$ cat config.mk
export PLATFORM = sky130hd
export DESIGN_NAME = or3_pattern_seq_flat
export DESIGN_NICKNAME = d
export VERILOG_FILES = /design/src/rtl/or3_pattern_seq_if.sv /design/src/rtl/or3_pattern_seq.sv /design/src/flat_wrapper.sv
export SDC_FILE = /design/constraint.sdc
export NUM_CORES = 1
export LEC_CHECK = 0
export ABC_AREA = 1
export CAP_MARGIN = 20
export CELL_PAD_IN_SITES_DETAIL_PLACEMENT = 1
export CELL_PAD_IN_SITES_GLOBAL_PLACEMENT = 2
export CORE_MARGIN = 4
export CORE_UTILIZATION = 32
export CTS_CLUSTER_DIAMETER = 50
export CTS_CLUSTER_SIZE = 10
export DETAILED_ROUTE_END_ITERATION = 10
export PLACE_DENSITY_LB_ADDON = 0.1
export SLEW_MARGIN = 20
export SYNTH_ARGS = -nofsm -noshare
export SYNTH_HDL_FRONTEND = slang
export SYNTH_SLANG_ARGS = --single-unit
$ cat constraint.sdc
create_clock -name clk -period 1.05 [get_ports clk]
set_clock_uncertainty 0.15 [all_clocks]
set_input_delay 0.21 -clock clk [delete_from_list [all_inputs] [get_ports clk]]
set_output_delay 0.21 -clock clk [all_outputs]
set_load 0.03 [all_outputs]
$ cat src/rtl/or3_pattern_seq_if.sv
// Signal bundle between the pattern sequencer and the 3-input OR stage it exercises.
// The master side is the sequencer; the slave side is the OR stage / supervising logic.
interface or3_pattern_seq_if;
    logic       start;
    logic       outA;
    logic       outB;
    logic       outC;
    logic       inD;
    logic       busy;
    logic       done;
    logic       mismatch;
    logic [3:0] err_cnt;
    logic [2:0] pattern_idx;

    modport master (
        input  start, inD,
        output outA, outB, outC, busy, done, mismatch, err_cnt, pattern_idx
    );

    modport slave (
        output start, inD,
        input  outA, outB, outC, busy, done, mismatch, err_cnt, pattern_idx
    );
endinterface

$ cat src/rtl/or3_pattern_seq.sv
// Clocked stimulus sequencer and checker for a 3-input OR stage: walks all 8 input
// combinations for LOOPS passes, DWELL cycles each, and counts wrong OR results.
module or3_pattern_seq #(
    parameter int DWELL = 4,
    parameter int LOOPS = 1
) (
    input  logic              clk,
    input  logic              rst_n,
    or3_pattern_seq_if.master bus
);
    typedef enum logic [1:0] {IDLE, RUN, DONE} state_t;

    localparam logic [7:0] DWELL_LAST = 8'(DWELL - 1);
    localparam logic [3:0] LOOP_LAST  = 4'(LOOPS - 1);

    state_t     r_state;
    state_t     w_stateNext;
    logic [1:0] r_rstSync;
    logic       w_rstInt_n;
    logic [2:0] r_pattern;
    logic [2:0] w_patternNext;
    logic [7:0] r_dwell;
    logic [7:0] w_dwellNext;
    logic [3:0] r_loop;
    logic [3:0] w_loopNext;
    logic [3:0] r_errCnt;
    logic [3:0] w_errCntNext;
    logic       r_busy;
    logic       w_busyNext;
    logic       r_done;
    logic       w_doneNext;
    logic       r_mismatch;
    logic       w_mismatchNext;
    logic       w_sampleEdge;
    logic       w_expected;

    // Reset asserts everywhere at once but is released only on a clock edge.
    always_ff @(posedge clk or negedge rst_n) begin
        if (!rst_n) begin
            r_rstSync <= 2'b00;
        end else begin
            r_rstSync <= {r_rstSync[0], 1'b1};
        end
    end

    assign w_rstInt_n = r_rstSync[1];

    always_ff @(posedge clk or negedge w_rstInt_n) begin
        if (!w_rstInt_n) begin
            r_state    <= IDLE;
            r_pattern  <= 3'd0;
            r_dwell    <= 8'd0;
            r_loop     <= 4'd0;
            r_errCnt   <= 4'd0;
            r_busy     <= 1'b0;
            r_done     <= 1'b0;
            r_mismatch <= 1'b0;
        end else begin
            r_state    <= w_stateNext;
            r_pattern  <= w_patternNext;
            r_dwell    <= w_dwellNext;
            r_loop     <= w_loopNext;
            r_errCnt   <= w_errCntNext;
            r_busy     <= w_busyNext;
            r_done     <= w_doneNext;
            r_mismatch <= w_mismatchNext;
        end
    end

    always_comb begin
        w_stateNext    = r_state;
        w_patternNext  = r_pattern;
        w_dwellNext    = r_dwell;
        w_loopNext     = r_loop;
        w_errCntNext   = r_errCnt;
        w_busyNext     = r_busy;
        w_doneNext     = 1'b0;
        w_mismatchNext = 1'b0;
        w_sampleEdge   = (r_dwell == DWELL_LAST);
        w_expected     = |r_pattern;

        unique case (r_state)
            IDLE: begin
                w_busyNext    = 1'b0;
                w_patternNext = 3'd0;
                if (bus.start) begin
                    w_stateNext  = RUN;
                    w_dwellNext  = 8'd0;
                    w_loopNext   = 4'd0;
                    w_errCntNext = 4'd0;
                    w_busyNext   = 1'b1;
                end
            end
            RUN: begin
                w_dwellNext = r_dwell + 8'd1;
                if (w_sampleEdge) begin
                    w_dwellNext   = 8'd0;
                    w_patternNext = r_pattern + 3'd1;
                    if (bus.inD != w_expected) begin
                        w_mismatchNext = 1'b1;
                        if (r_errCnt != 4'hF) begin
                            w_errCntNext = r_errCnt + 4'd1;
                        end
                    end
                    // Pattern 7 wraps to 0, which is also the idle drive value.
                    if (r_pattern == 3'd7) begin
                        w_loopNext = r_loop + 4'd1;
                        if (r_loop == LOOP_LAST) begin
                            w_stateNext = DONE;
                            w_loopNext  = 4'd0;
                            w_busyNext  = 1'b0;
                            w_doneNext  = 1'b1;
                        end
                    end
                end
            end
            DONE: begin
                w_stateNext = IDLE;
                w_busyNext  = 1'b0;
            end
            default: begin
                w_stateNext = IDLE;
            end
        endcase
    end

    assign bus.outA        = r_pattern[2];
    assign bus.outB        = r_pattern[1];
    assign bus.outC        = r_pattern[0];
    assign bus.pattern_idx = r_pattern;
    assign bus.busy        = r_busy;
    assign bus.done        = r_done;
    assign bus.mismatch    = r_mismatch;
    assign bus.err_cnt     = r_errCnt;
endmodule
$ cat src/flat_wrapper.sv
// flat-port wrapper written by rule: the top's interface ports become plain ports
module or3_pattern_seq_flat 
#(
    parameter int DWELL = 4,
    parameter int LOOPS = 1
)
  (clk, rst_n, bus_start, bus_inD, bus_outA, bus_outB, bus_outC, bus_busy, bus_done, bus_mismatch, bus_err_cnt, bus_pattern_idx);
  or3_pattern_seq_if bus_i ();
  input  logic clk;
  input  logic rst_n;
  input wire logic [$bits(bus_i.start)-1:0] bus_start;
  input wire logic [$bits(bus_i.inD)-1:0] bus_inD;
  output wire logic [$bits(bus_i.outA)-1:0] bus_outA;
  output wire logic [$bits(bus_i.outB)-1:0] bus_outB;
  output wire logic [$bits(bus_i.outC)-1:0] bus_outC;
  output wire logic [$bits(bus_i.busy)-1:0] bus_busy;
  output wire logic [$bits(bus_i.done)-1:0] bus_done;
  output wire logic [$bits(bus_i.mismatch)-1:0] bus_mismatch;
  output wire logic [$bits(bus_i.err_cnt)-1:0] bus_err_cnt;
  output wire logic [$bits(bus_i.pattern_idx)-1:0] bus_pattern_idx;
  assign bus_i.start = bus_start;
  assign bus_i.inD = bus_inD;
  assign bus_outA = bus_i.outA;
  assign bus_outB = bus_i.outB;
  assign bus_outC = bus_i.outC;
  assign bus_busy = bus_i.busy;
  assign bus_done = bus_i.done;
  assign bus_mismatch = bus_i.mismatch;
  assign bus_err_cnt = bus_i.err_cnt;
  assign bus_pattern_idx = bus_i.pattern_idx;
  or3_pattern_seq #(.DWELL(DWELL), .LOOPS(LOOPS)) u_core (.clk(clk), .rst_n(rst_n), .bus(bus_i));
endmodule
Yosys cells after proc, flatten, opt, wreduce, memory -nomap -nowiden
Cells that the tools add are included.
{"block": "totals", "ff_bits": 26, "in_bits": 4}
{"block": "op_classes", "n_addsub": 4, "eq_ne": 12, "mux": 31, "reduce_logical": 11}
{"cell": "$mux 4", "count": 7}
{"cell": "$mux 8", "count": 2}
{"cell": "$pmux 4 s2", "count": 2}
{"cell": "$pmux 8 s2", "count": 1}
{"cell": "$reduce_and 4->1", "count": 3}
{"cell": "$mux 1", "count": 11}
{"cell": "$ne 2x1->1 const B", "count": 5}
{"cell": "$add 4x1->4 const B", "count": 2}
{"cell": "$add 8x1->8 const B", "count": 1}
{"cell": "$eq 8x2->1 const B", "count": 1}
{"cell": "$mux 2", "count": 4}
{"cell": "$pmux 3 s2", "count": 1}
{"cell": "$reduce_and 5->1", "count": 1}
{"cell": "$logic_not 4->1", "count": 1}
{"cell": "$ne 4x4->1 const B", "count": 1}
{"cell": "$pmux 2 s2", "count": 1}
{"cell": "$reduce_and 2->1", "count": 2}
{"cell": "$add 3x1->3 const B", "count": 1}
{"cell": "$eq 3x3->1 const B", "count": 1}
{"cell": "$mux 3", "count": 1}
{"cell": "$pmux 1 s3", "count": 1}
{"cell": "$reduce_bool 3->1", "count": 1}
{"cell": "$reduce_or 3->1", "count": 1}
{"cell": "$eq 2x1->1 const B", "count": 1}
{"cell": "5 further kinds", "count": 5}

Longest topological paths before layout
Gate-level depths: netlist (run 1).
{"block": "depth", "word_depth": 5, "ltp_mapped": 9, "ltp_nobuf": 9}

Worst setup path after synthesis (run 1)
Ideal clock, no wire load.
{"block": "synth_path", "path_type": "register to register", "start": "register u_core.r_pattern[0] (netlist: u_core.bus.pattern_idx[0])", "end": "register u_core.r_errCnt[3] (netlist: u_core.bus.err_cnt[3])", "setup_time_ns": 0.118, "arrival_time_ns": 1.359, "required_ns": 0.782, "slack_ns": -0.577, "stages_incl_launch_ff": 9, "n_path_buf": 0, "synth_period_minus_slack_ns": 1.627, "path_cell_list": "dfrtp_1 > inv_1 > ha_1 > nand3_1 > nand3_1 > nand2_1 > nand3_2 > nand2_1 > nand2_1"}
{"block": "synth_via", "elab_chain_cells": 4}
{"element": "start, declared", "line": "or3_pattern_seq.sv:20", "rtl": "logic [2:0] r_pattern;"}
{"element": "start signal, assigned", "line": "or3_pattern_seq.sv:60", "rtl": "r_pattern <= w_patternNext;"}
{"element": "$reduce_or 3->1", "line": "or3_pattern_seq.sv:80", "rtl": "w_expected = |r_pattern;"}
{"element": "$ne 1x1->1", "line": "or3_pattern_seq.sv:99", "rtl": "if (bus.inD != w_expected) begin"}
{"element": "$ne 2x1->1 (no source line)"}
{"element": "$reduce_and 5->1 (no source line)"}
{"element": "end signal, assigned", "line": "or3_pattern_seq.sv:63", "rtl": "r_errCnt <= w_errCntNext;"}
{"element": "end, declared", "line": "or3_pattern_seq.sv:26", "rtl": "logic [3:0] r_errCnt;"}
Every way passes these cells.
A chain may end at the register's enable or synchronous reset.

Worst setup path in the final report (run 1)
{"block": "layout_path", "start": "register u_core.r_pattern[1] (netlist: u_core.bus.pattern_idx[1])", "end": "register u_core.r_errCnt[1] (netlist: u_core.bus.err_cnt[1])"}
The elaborated chain is that of the path after synthesis.

==> summary.txt, run 1 <==
Job
  • Max-Cap Viols: 0

STA
  • Final number of setup-violating endpoints: 37
  • Max-slew violations: 0
  • Fmax: ~620 MHz
  • Final worst-path cycle share: 154%
  • Final hold violation count: 0
  • Unrepaired setup endpoints after global routing: true
  • Final Critical Period: 1.62 ns
  • Setup ws final: -0.567 ns

Die
  • Die Width: 77.4 µm
  • # IOs: 17
  • Core Footprint: 4500 µm²
  • Die area: 5980 µm²
  • Site Rows: 24
  • Die Ht: a little under 80 µm
  • Starting Density: roughly 34%

Detailed routing
  • Vias per std cell: 4.97
  • 1st-pass router iterations: 4
  • ANT nets after route: 0
  • Detailed-route via count: around 1600
  • Initial DRC count: 26
  • Post-DR wirelength/cell: roughly 16 µm
  • Wirelength, routed: 5.21 mm
  • # DRC: 0

Setup path
  • Crit end category: flip-flop
  • Crit path largest cell delay: 0.46 ns
  • Data required time at the worst endpoint: between 1 and 1.5 ns
  • CP arrival: 1.63 ns
  • Buf/Inv on CP: 1
  • R2R setup slack: -0.57 ns
  • Largest delay share family, worst path: simple AND/OR/NAND/NOR gates
  • Crit path max-delay cell type: dfrtp_2
  • Largest fanout on the critical path: 4
  • Worst path most repeated cell: nand2_1
  • Worst-path cell chain: inv_2 -> ha_4 -> nand2_1 -> nand2_2 -> nand3_2 -> nand2_4 -> nand3_4 -> nand2_1 -> nand2_1
  • CP startpoint kind: flip-flop
  • WS Path Type: flip-flop to flip-flop

Synth
  • Net Count, Synth: 211
  • Synth top area share: 42.3%
  • Mapped Area: 1540 µm²
  • Cells after Synth: 197
  • Area leader, netlist: dfrtp_1
  • Synth area leaders: dfrtp_1 42%, nand2_1 12%, ha_1 8.1%
  • Seq/Total Area, Yosys: 42.3%
  • Synth warn: 0
  • Synth cell types: 27
  • Seq cells post-synth: 26
  • Syn avg cell area: 7.81 µm²

Status
  • Run status: complete, but fails checks
  • Failing checks: setup timing

Global routing
  • First-pass GRT wire length: 8.66 mm
  • GRT Overall Usage: around 18%
  • Initial antenna violation count: 0
  • Vias in the first global route: 1828
  • GRT Residual Overflow: 0
  • Largest net degree at the start of global routing: 25

Placed design
  • Place WS: -0.569 ns
  • Port-buffer cells: 16
  • Dpl hpwl: 3.38 mm
  • GPL Wtd Cong: 0.824

Clock network
  • Clock Path Buffers: 2
  • Depth of the CTS H-tree: 1
  • CTS Buf Count: 3
  • Clk_lat worst skew: 0.28 ns
  • CTS tree: built
  • Clock Sink Count: 26
  • Worst-path clk slew: ~0.10 ns
  • CTS Root Cell: clkbuf_8

Final layout
  • # nets final: 284
  • Antenna Cells: 0
  • Synth-to-layout area growth: 69.4%
  • Commonest non-fill, non-tap cell in the layout: buf_4
  • Leading cell types in the layout, fill and taps excluded: 37 x buf_4, 34 x nand2_1, 28 x buf_6
  • Share of cells above drive strength 1: ~50%
  • Finished Core Util: 57.9%

Power and ir drop
  • Total power: 5.37 mW
  • Pwr Density: 2060 nW/µm²
  • VDD IR max: 0.956 mV
  • LEAKAGE: approximately 1.3 nW

Worst hold path
  • HP Class: flip-flop to asynchronous set/reset pin
[power by group]
| part | internal [mW] | total, mW | switching, mW |
|---|---|---|---|
| clock | 0.337 | 0.696 | 0.359 |
| combinational | 1.58 | 3.40 | 1.82 |
| sequential | 1.14 | 1.28 | 0.132 |
| total | 3.06 | 5.37 | 2.31 |
[stage by stage]
stage,instance area (µm²),TNS (ns),std cells,hold slack [ns]
finish,2610,-13.96,321,0.0687
global route,2610,-16.41,321,0.104
CTS,2480,-13.43,316,0.0769
detailed placement,2100,-11.93,303,0.0674
global placement,2100,-11.03,303,0.0632
floorplan,1600,-8.70,197,-0.236
[sequential cells by signal, summed over array words and instances, names as in the netlist]
signal,flops
u_core.bus.err_cnt,4
u_core.r_state,2
u_core.r_rstSync,2
u_core.bus.pattern_idx,3
u_core.r_loop,4
u_core.r_dwell,8
u_core.bus.mismatch,1
u_core.bus.done,1
u_core.bus.busy,1
[logic make-up after synthesis]
| kind of cell | after synthesis | synth area share [%] |
|---|---|---|
| and+or+nand+nor | 107 | 31.3 |
| buffers and inverters | 32 | 9.35 |
| DFF | 26 | 42.3 |
| AOI/OAI and AO/OA | 18 | 6.99 |
| adders and majority gates | 10 | 8.13 |
| xor gates and xnor gates | 3 | 1.71 |
| other | 1 | 0.244 |
[per-layer routing]
layer / up-vias / share of wire, % / GRT usage (%)
li1: 772 / - / -
met1: 790 / 41 / 20.4
met2: 23 / 55 / 34.0
met3: 9 / 2.6 / 3.01
met4: 0 / 1.6 / 5.16
met5: - / 0 / 0
[area by class of cell]
type | count | area [µm²]
fillers | 530 | 1900
multi-input cells | 140 | 1010
repair buffers | 73 | 708
flip-flops and latches | 26 | 658
inverters | 26 | 110
well taps | 52 | 65.1
clock buffers | 4 | 55.1
[path summary, 6_finish.rpt]
check	start	to	depth (start not counted)
setup / recovery	u_core.bus.pattern_idx[1]$_DFFE_PN0P_	u_core.bus.err_cnt[1]$_DFFE_PN0P_	9
hold / removal	u_core.r_rstSync[1]$_DFF_PN0_	u_core.bus.err_cnt[0]$_DFFE_PN0P_	1
setup reg to reg	u_core.bus.pattern_idx[1]$_DFFE_PN0P_	u_core.bus.err_cnt[1]$_DFFE_PN0P_	9
hold reg to reg	u_core.r_rstSync[1]$_DFF_PN0_	u_core.bus.err_cnt[0]$_DFFE_PN0P_	1
max in group asynchronous	rst_n	u_core.r_rstSync[1]$_DFF_PN0_	2
min in group clk	u_core.r_rstSync[0]$_DFF_PN0_	u_core.r_rstSync[1]$_DFF_PN0_	0
[cells in the mapped netlist (all sizes together)]
cell type / number
xor2: 1
o21ai: 14
nand2: 55
nand4: 9
nand3b: 1
ha: 10
a21oi: 3
clkinv: 1
dfrtp: 26
buf: 6
o21a: 1
conb: 1
nand3: 21
nor3: 4
inv: 25
nor2: 17
xnor2: 2
[what timing repair did]
action	in CTS	in global routing
gates resized for setup	62	27
gates cloned	1	0
hold buffers	1	0
setup buffers	8	7
hold endpoints to repair	2	0
setup endpoints to repair	37	37
pin swaps	11	18
(Power assumes the default switching activity.)
==> inputs of run 2 (changes only) <==
--- a/config.mk
+++ b/config.mk
@@ -6,10 +6,11 @@
 export NUM_CORES = 1
 export LEC_CHECK = 0
 export ABC_AREA = 1
+export ABC_CLOCK_PERIOD_IN_PS = 1050
 export CAP_MARGIN = 20
 export CELL_PAD_IN_SITES_DETAIL_PLACEMENT = 1
 export CELL_PAD_IN_SITES_GLOBAL_PLACEMENT = 2
-export CORE_MARGIN = 4
+export CORE_MARGIN = 2
 export CORE_UTILIZATION = 32
 export CTS_CLUSTER_DIAMETER = 50
 export CTS_CLUSTER_SIZE = 10
==> run 2 against run 1 <==
  * Sequential power barely moved
  * Die area decreased by 10%
  * Worst hold slack worse by 0.0061 ns
  * The flow still finishes with violations (setup timing)
  * Wire length fell by 6.6%
  * Clock power rose by 23%
  * Sequential share of layout area decreased by 0.31 points
  * First-iteration DRC count grew 54%
  * Design area increased by 1.2%
==> summary.txt, run 2 (synthesis results as in run 1) <==
Final layout
  • # nets final: 283 (-0.35%)
  • Number of flip-flops under the largest register name: 8 (unchanged)
  • Leading cell types in the layout, fill and taps excluded: 36 x buf_4, 32 x nand2_1, 30 x buf_6
  • Synth-to-layout area growth: 71.5%
  • Reg with most FFs: u_core.r_dwell
  • Share of cells above drive strength 1: 52.2% (+2.8 points)
  • Antenna Cells: 0 (unchanged)
  • Commonest non-fill, non-tap cell in the layout: buf_4

Die
  • # IOs: 17 (unchanged)
  • Site Rows: 25 (+4.2%)
  • Starting Density: 32.8% (-1.4 points)
  • Die area: 5380 µm² (-10%)
  • Die Ht: 73.4 µm (-5.2%)
  • Core Footprint: 4690 µm² (+4.2%)
  • Die Width: 73.4 µm (-5.2%)

Detailed routing
  • Met1 wire length: 1.98 mm (-6.6%)
  • Met3 Routed Length: 63 µm (-54%)
  • DR WL met2: 2.78 mm (-3.1%)
  • ANT nets after route: 0 (unchanged)
  • Top layer in use: met4
  • Initial DRC count: 40 (+54%)
  • Vias per std cell: 4.92 (-1.0%)
  • # DRC: 0 (unchanged)
  • Post-DR wirelength/cell: 15.1 µm (-6.9%)
  • Detailed-route via count: 1583 (-0.69%)
  • Wirelength, routed: 4.87 mm (-6.6%)
  • 1st-pass router iterations: 4 (unchanged)

Setup path
  • Buf/Inv on CP: 0 (-1)
  • Worst-path cell chain: nor2_2 -> nand2_4 -> nor2_4 -> nand2_2 -> nand2_4 -> nand2_4 -> nand2_1 -> nand2_1
  • WS Path Type: flip-flop to flip-flop
  • CP startpoint kind: flip-flop
  • CP arrival: 1.57 ns (-0.06 ns)
  • Largest delay share family, worst path: simple AND/OR/NAND/NOR gates
  • Data required time at the worst endpoint: 1.07 ns (about the same)
  • Crit end category: flip-flop
  • Largest fanout on the critical path: 7 (+3)
  • Worst path most repeated cell: nand2_4
  • Crit path largest cell delay: 0.41 ns (-0.05 ns)
  • Crit path max-delay cell type: dfrtp_1

Power and ir drop
  • VDD IR max: 0.813 mV (-15%)
  • Pwr Density: 2110 nW/µm² (+2.6%)
  • LEAKAGE: 1.30 nW (+0.69%)

STA
  • Setup TNS: -13.50 ns (+0.461 ns)
  • Unrepaired setup endpoints after global routing: true
  • Final number of setup-violating endpoints: 37 (unchanged)
  • Final Critical Period: 1.55 ns (-0.0693 ns)
  • Setup ws final: -0.498 ns (+0.0693 ns)
  • Final worst-path cycle share: 147% (-6.6 points)
  • Max-slew violations: 0 (unchanged)
  • Fmax: 646 MHz (+4.5%)
  • Final hold violation count: 0 (unchanged)

Job
  • Max-Cap Viols: 0 (unchanged)

Clock network
  • CTS tree: built
  • CTS Root Cell: clkbuf_8
  • Clock Path Buffers: 2 (unchanged)
  • Clock Sink Count: 26 (unchanged)
  • Worst-path clk slew: 0.10 ns (about the same)
  • CTS Buf Count: 3 (unchanged)
  • Clk_lat worst skew: 0.27 ns (about the same)
  • Depth of the CTS H-tree: 1 (unchanged)

Placed design
  • GPL Wtd Cong: 0.718 (-13%)
  • Dpl hpwl: 3.16 mm (-6.5%)
  • Place WS: -0.639 ns (-0.0696 ns)
  • Port-buffer cells: 16 (unchanged)

Global routing
  • GRT Overall Usage: 18.1% (+0.18 points)
  • Initial antenna violation count: 0 (unchanged)
  • GRT Residual Overflow: 0 (unchanged)
  • First-pass GRT wire length: 7.60 mm (-12%)
  • Vias in the first global route: 1673 (-8.5%)
  • Largest net degree at the start of global routing: 25 (unchanged)

Status
  • Failing checks: setup timing
  • Run status: complete, but fails checks

Worst hold path
  • HP Class: flip-flop to asynchronous set/reset pin
-- run 2: cell types whose count changed in the layout (fill, tap and decap cells not counted), sizes merged --
cell,before,now
bufinv,0,1
clkbuf,4,3
nand2,56,55
-- run 2: metrics by stage --
step                hold slack [ns]  utilization (%)  area [µm²]  std cells  power, mW
global route                 0.0989             56.3        2640        322       5.91
detailed placement           0.0643             44.1        2070        302       3.49
floorplan                    -0.236                -        1600        197       2.62
CTS                          0.0740             52.4        2460        319       5.13
finish                       0.0626             56.3        2640        322       5.58
global placement             0.0589             44.1        2070        302       3.40
-- run 2: area by class of cell --
| class | instances | area, µm² |
|---|---|---|
| fill | 556 | 2050 |
| multi-input combinational | 139 | 1020 |
| timing repair buffer | 73 | 703 |
| sequential | 26 | 658 |
| inverter | 26 | 115 |
| tap | 54 | 67.6 |
| clock buffer | 3 | 41.3 |
| clock inverter | 1 | 30.0 |
-- run 2: power by group --
group / internal (mW) / switching (mW) / total (mW)
Combinational: 1.60 / 1.85 / 3.45
Sequential: 1.14 / 0.130 / 1.28
Clock: 0.510 / 0.348 / 0.859
-- run 2: final timing paths --
path                                                     from                             to  slack, ns  cells past startpoint
worst max-delay path            u_core.r_dwell[2]$_DFFE_PN0P_   u_core.r_loop[0]$_DFFE_PN0P_      -0.50                      8
worst min-delay path            u_core.r_rstSync[1]$_DFF_PN0_  u_core.bus.mismatch$_DFF_PN0_       0.06                      1
worst max register to register  u_core.r_dwell[2]$_DFFE_PN0P_   u_core.r_loop[0]$_DFFE_PN0P_      -0.50                      8
worst min register to register  u_core.r_rstSync[1]$_DFF_PN0_  u_core.bus.mismatch$_DFF_PN0_       0.06                      1
max in group asynchronous                               rst_n  u_core.r_rstSync[1]$_DFF_PN0_       0.16                      2
min in group clk                u_core.r_rstSync[0]$_DFF_PN0_  u_core.r_rstSync[1]$_DFF_PN0_       0.22                      0
-- run 2: routing by layer --
layer / global-route usage, % / vias to the layer above
met4: 4.24 / 0
met1: 22.4 / 791
met5: 0 / -
met3: 1.37 / 4
li1: - / 772
met2: 33.8 / 16
-- run 2: repair_timing --
action / in CTS / in global routing
endpoints found under the hold margin: 2 / 0
hold buffers: 1 / 0
resized for setup: 56 / 45
setup endpoints to repair: 37 / 37
setup buffers: 12 / 4
pin swaps: 12 / 22
==> inputs of run 3 (changes only) <==
--- a/config.mk
+++ b/config.mk
@@ -10,6 +10,7 @@
 export CAP_MARGIN = 20
 export CELL_PAD_IN_SITES_DETAIL_PLACEMENT = 1
 export CELL_PAD_IN_SITES_GLOBAL_PLACEMENT = 2
+export CORE_ASPECT_RATIO = 2
 export CORE_MARGIN = 2
 export CORE_UTILIZATION = 32
 export CTS_CLUSTER_DIAMETER = 50
==> run 3 against run 2 <==
  * Design area decreased by 4.5%
  * The flow still finishes with violations (setup timing)
  * Count of clock-buffer cells in the layout increased by 1
  * Worst hold slack improved by 0.0073 ns
  * Highest routed layer unchanged
  * Largest cell class unchanged
  * Via count increased by 0.63%
  * Fmax increased by 2.2%
  * Sequential share of layout area increased by 1.2 points
  * Global-route usage increased by 0.76 points
  * Total power decreased by 12%
  * Register-to-register slack improved by 0.03 ns
==> summary.txt, run 3 (synthesis results as in run 1) <==
Status
  • Run status: complete, but fails checks
  • Failing checks: setup timing

Clock network
  • Depth of the CTS H-tree: 1 (unchanged)
  • Clock Path Buffers: 2 (unchanged)
  • Clock Sink Count: 26 (unchanged)
  • CTS Buf Count: 3 (unchanged)
  • Clk_lat worst skew: 0.27 ns (about the same)
  • CTS tree: built
  • Worst-path clk slew: 0.09 ns (about the same)
  • CTS Root Cell: clkbuf_8

Global routing
  • Routing usage on met3: 1.75% (+0.38 points)
  • M1 GR Usage: 19.3% (-3.1 points)
  • Vias in the first global route: 1744 (+4.2%)
  • Largest net degree at the start of global routing: 25 (unchanged)
  • GRT Residual Overflow: 0 (unchanged)
  • First-pass GRT wire length: 7.70 mm (+1.4%)
  • GRT Overall Usage: 18.8% (+0.76 points)
  • Initial antenna violation count: 0 (unchanged)
  • GRT Max-Usage Layer: met2
  • Met2 Use GR: 37.8% (+4.0 points)

Setup path
  • Data required time at the worst endpoint: 1.06 ns (about the same)
  • Crit Reg-Reg Startpoint: u_core.r_state[1]$_DFFE_PN0P_
  • CP startpoint kind: flip-flop
  • CP arrival: 1.53 ns (-0.04 ns)
  • R2R setup slack: -0.46 ns (+0.03 ns)
  • Worst-path cell chain: inv_2 -> ha_4 -> o21ai_4 -> inv_6 -> buf_4 -> nand4_1 -> o21ai_1
  • Worst r2r path cells: 7 (-1)
  • Crit end category: flip-flop
  • WS Path Type: flip-flop to flip-flop
  • Crit path largest cell delay: 0.39 ns (-0.02 ns)
  • Largest fanout on the critical path: 14 (+7)
  • Critical path origin: u_core.r_state[1]$_DFFE_PN0P_
  • FF-to-FF End: u_core.r_dwell[6]$_DFFE_PN0P_
  • Crit path max-delay cell type: dfrtp_1

Final layout
  • # nets final: 289 (+2.1%)
  • Synth-to-layout area growth: 63.7%
  • Commonest non-fill, non-tap cell in the layout: buf_4
  • Number of flip-flops under the largest register name: 8 (unchanged)
  • Final cell count without fillers: 329 (+2.2%)
  • Share of cells above drive strength 1: 48.2% (-4.1 points)
  • Finished Core Util: 54.8% (-1.5 points)
  • Antenna Cells: 0 (unchanged)
  • Final instance area: 2520 µm² (-4.5%)
  • Reg with most FFs: u_core.r_dwell
  • Leading cell types in the layout, fill and taps excluded: 48 x buf_4, 42 x nand2_1, 25 x buf_6
  • Multi-input logic area: 932 µm² (-9.0%)
  • Fill cells: 565 (+1.6%)
  • Seq. cell area: 658 µm² (unchanged)

Detailed routing
  • # DRC: 0 (unchanged)
  • Initial DRC count: 8 (-80%)
  • Detailed-route via count: 1593 (+0.63%)
  • 1st-pass router iterations: 4 (unchanged)
  • Vias per std cell: 4.84 (-1.5%)
  • Post-DR wirelength/cell: 13.9 µm (-8.1%)
  • Wirelength, routed: 4.57 mm (-6.1%)
  • ANT nets after route: 0 (unchanged)

Placed design
  • Port-buffer cells: 16 (unchanged)
  • Placed cells: 309 (+2.3%)
  • Place WS: -0.615 ns (+0.0234 ns)
  • Post-DP Area: 2120 µm² (+2.2%)
  • Dpl hpwl: 3.45 mm (+9.0%)
  • GPL Wtd Cong: 0.754 (+5.0%)

Power and ir drop
  • LEAKAGE: 1.27 nW (-2.3%)
  • Pwr Density: 1950 nW/µm² (-7.9%)
  • Total power: 4.91 mW (-12%)
  • VDD IR max: 1.77 mV (+120%)

Die
  • Die Width: 53.0 µm (-28%)
  • Die area: 5410 µm² (+0.62%)
  • Site Rows: 35 (+40%)
  • Core Footprint: 4600 µm² (-2.0%)
  • # IOs: 17 (unchanged)
  • Starting Density: 33.5% (+0.67 points)
  • Die Ht: 102 µm (+39%)

Job
  • Max-Cap Viols: 0 (unchanged)

STA
  • Setup ws final: -0.464 ns (+0.0338 ns)
  • Final worst-path cycle share: 144% (-3.2 points)
  • Fin Hold WS: 0.0699 ns (+0.00728 ns)
  • Final Critical Period: 1.51 ns (-0.0338 ns)
  • Unrepaired setup endpoints after global routing: true
  • Setup TNS: -12.77 ns (+0.730 ns)
  • Max-slew violations: 0 (unchanged)
  • Final hold violation count: 0 (unchanged)
  • Final number of setup-violating endpoints: 37 (unchanged)
  • Fmax: 661 MHz (+2.2%)

Worst hold path
  • HP Class: flip-flop to asynchronous set/reset pin
run 3: metal layers:
metal,routed length [µm],vias up
li1,-,784
met3,65,6
met4,73,0
met2,2760,15
met5,0,-
met1,1670,788
run 3: how the worst max path moves through the flow:
stage                                                    to  cells past startpoint
final                         u_core.r_dwell[6]$_DFFE_PN0P_                      7
after global routing      u_core.bus.err_cnt[0]$_DFFE_PN0P_                      9
after CTS                     u_core.r_dwell[3]$_DFFE_PN0P_                      7
after detailed placement  u_core.bus.err_cnt[0]$_DFFE_PN0P_                      8
after floorplan           u_core.bus.err_cnt[2]$_DFFE_PN0P_                      8
after global placement    u_core.bus.err_cnt[2]$_DFFE_PN0P_                      8
run 3: worst max-delay path: cells and delay by family, from the launching register on:
family / cells / cell delay (ns)
flip-flops: 1 / 0.39
buffers and inverters: 3 / 0.33
AO/OA/AOI/OAI: 2 / 0.27
adder cells (fa/ha/maj): 1 / 0.19
AND/OR/NAND/NOR: 1 / 0.08
run 3: timing repair:
item / 4_1_cts / 5_1_grt
endpoints found under the hold margin: 2 / 0
cloned: 1 / 0
hold buffers: 1 / 0
pin swaps: 11 / 9
setup buffers: 9 / 8
resized for setup: 45 / 22
endpoints found under the setup margin: 37 / 37
run 3: where the power goes:
part | leakage, nW | switching (mW) | internal [mW] | total, mW
logic | 0.894 | 1.59 | 1.40 | 2.99
registers | 0.343 | 0.121 | 1.15 | 1.27
clock network | 0.0288 | 0.319 | 0.335 | 0.654
total | 1.27 | 2.03 | 2.88 | 4.91
run 3: area by class of cell:
cell class / count / area share [%]
Tap cell: 55 / 2.73
Multi-Input combinational cell: 140 / 37.0
Sequential cell: 26 / 26.1
Clock buffer: 4 / 2.18
Timing Repair Buffer: 78 / 27.9
Inverter: 26 / 4.12
==> variant, RTL diff (flow settings as in run 3) <==
Encoding of `state_t`: now one-hot (3 bits for 3 states).
--- a/src/rtl/or3_pattern_seq.sv
+++ b/src/rtl/or3_pattern_seq.sv
@@ -10,3 +10,3 @@
 );
-    typedef enum logic [1:0] {IDLE, RUN, DONE} state_t;
+    typedef enum logic [2:0] {IDLE = 3'b001, RUN = 3'b010, DONE = 3'b100} state_t;
 
Formal check against the unedited RTL: same outputs for any inputs over 10 cycles, from zero or initial values and one cycle with rst_n low; not proved beyond that.
==> variant against run 3 <==
Routed wire length grew 8.3%; synthesized area is essentially flat; worst setup slack gained 0.0018 ns; non-clock buffer count shrank 2; worst hold slack lost 0.019 ns; cell count shrank 4.6%; cell area grew 2.1%; count of clock-buffer cells in the layout shrank 1; the run still ends with negative setup slack left; sequential cell count grew 1; synthesized cell count shrank 7.1%; core utilization grew 1.2 points.
Power is not compared: it rests on default switching activity, and its combinational part moved more than twofold at a synthesized area within 25%.
==> variant: results (changes against run 3) <==
Setup TNS = -13.12 ns (-0.344 ns)
Multi-input gate count = 124 (-11%)
Non-Filler Instances = 314 (-4.6%)
Post-DP HPWL = 3560 um (+3.2%)
Total power = 2540 uW
Post-synthesis sequential area ratio = 43.9% (+1.7 points)
Crit-path slowest cell = dfrtp_2
Largest cells by area after synthesis = dfrtp_1 42%, nand2_1 12%, ha_1 5.7%, inv_1 4.9%, nand3_1 4.2%
Root buffer cell = clkbuf_8
DR vias/cell = 4.82 (-0.55%)
DR WL met2 = 3120 um (+13%)
Sequential share of cell area = 26.6% (+0.47 points)
Post-synth top cells = 49 x nand2_1, 26 x dfrtp_1, 20 x inv_1, 13 x nand3_1, 12 x nor2_1
Critical path's top delay family = simple AND/OR/NAND/NOR gates
Critical Path Max Stage Delay = 0.45 ns (+0.06 ns)
Status = finished, violations left
Mean Syn Cell Area = 8.42 um^2 (+7.7%)
Total Nets Final = 271 (-6.2%)
Layout cells sized above 1 = 56.8% (+8.6 points)
Asr flop ratio synth = 100% (unchanged)
Placed cells = 293 (-5.2%)
Plain + repair buffers = 76 (-2.6%)
Global-route wire length before repair = 7960 um (+3.3%)
Xor/xnor share of the synthesized area = 3.41% (+1.7 points)
Met1 WL = 1690 um (+0.90%)
Clock net sink count = 27 (+3.8%)
RD Place Congestion = 0.796 (+5.6%)
Mapped Nets = 194 (-8.1%)
CP endpoint = u_core.bus.err_cnt[0]
Routed wl met3 = 77 um (+18%)
FF-to-FF End = u_core.bus.err_cnt[0]
All-Layer GR Usage = 19.9% (+1.1 points)
Largest net degree at the start of global routing = 16 (-36%)
Multi-input combinational area share = 38.0% (+0.98 points)
Post-synthesis adder-cell area fraction = 5.69% (-2.4 points)
Final setup viols = 38 (+2.7%)
Failing checks = negative setup slack
DP Worst Slack = -0.562 ns (+0.0537 ns)
Buffering overhead = 26.7% (-1.2 points)
Fin Hold WS = 0.0513 ns (-0.0186 ns)
Compound-Gate Fraction of Synth Area = 5.28% (-1.7 points)
Final worst setup slack = -0.462 ns (+0.00183 ns)
Cell variety after synth = 25 (-7.4%)
Reg2reg start = u_core.bus.pattern_idx[0]
Fillers = 544 (-3.7%)
Clock buffer count = 3 (-1)
Vias in the first global route = 1738 (-0.34%)
CP Max Fanout = 5 (-9)
Initial DRC Count = 21 (+13)
Clock-cell share = 1.80% (-0.39 points)
TritonCTS Buffers = 3 (unchanged)
## variant: cell types whose count changed after synthesis, sizes merged, moves of 2 or more
cell and delta:
o22ai +5, ha -3, nand3 -3, o21ai -9
buf -2, nand2 -2, nor2 -2, xor2 +3
inv +3
## variant: timing repair
action | 4_1_cts | 5_1_grt
hold endpoints to repair | 2 | 0
resized for setup | 53 | 25
pin swaps | 26 | 8
hold buffers | 1 | 0
buffers inserted | 14 | 7
gates cloned | 0 | 0
endpoints found under the setup margin | 38 | 38
## variant: per-layer routing
layer	track usage, %	up-vias
met5	0	-
li1	-	733
met1	19.9	756
met2	40.3	17
met4	6.31	0
met3	1.90	6
## variant: cells by family (layout without fill, tap and decap cells)
family          after synthesis  count (layout)
other cells                   1               1
xor+xnor                      6               6
buf+inv                      32             108
compound gates               12              12
simple gates                 98              98
flops                        27              27
fa+ha+maj                     7               7
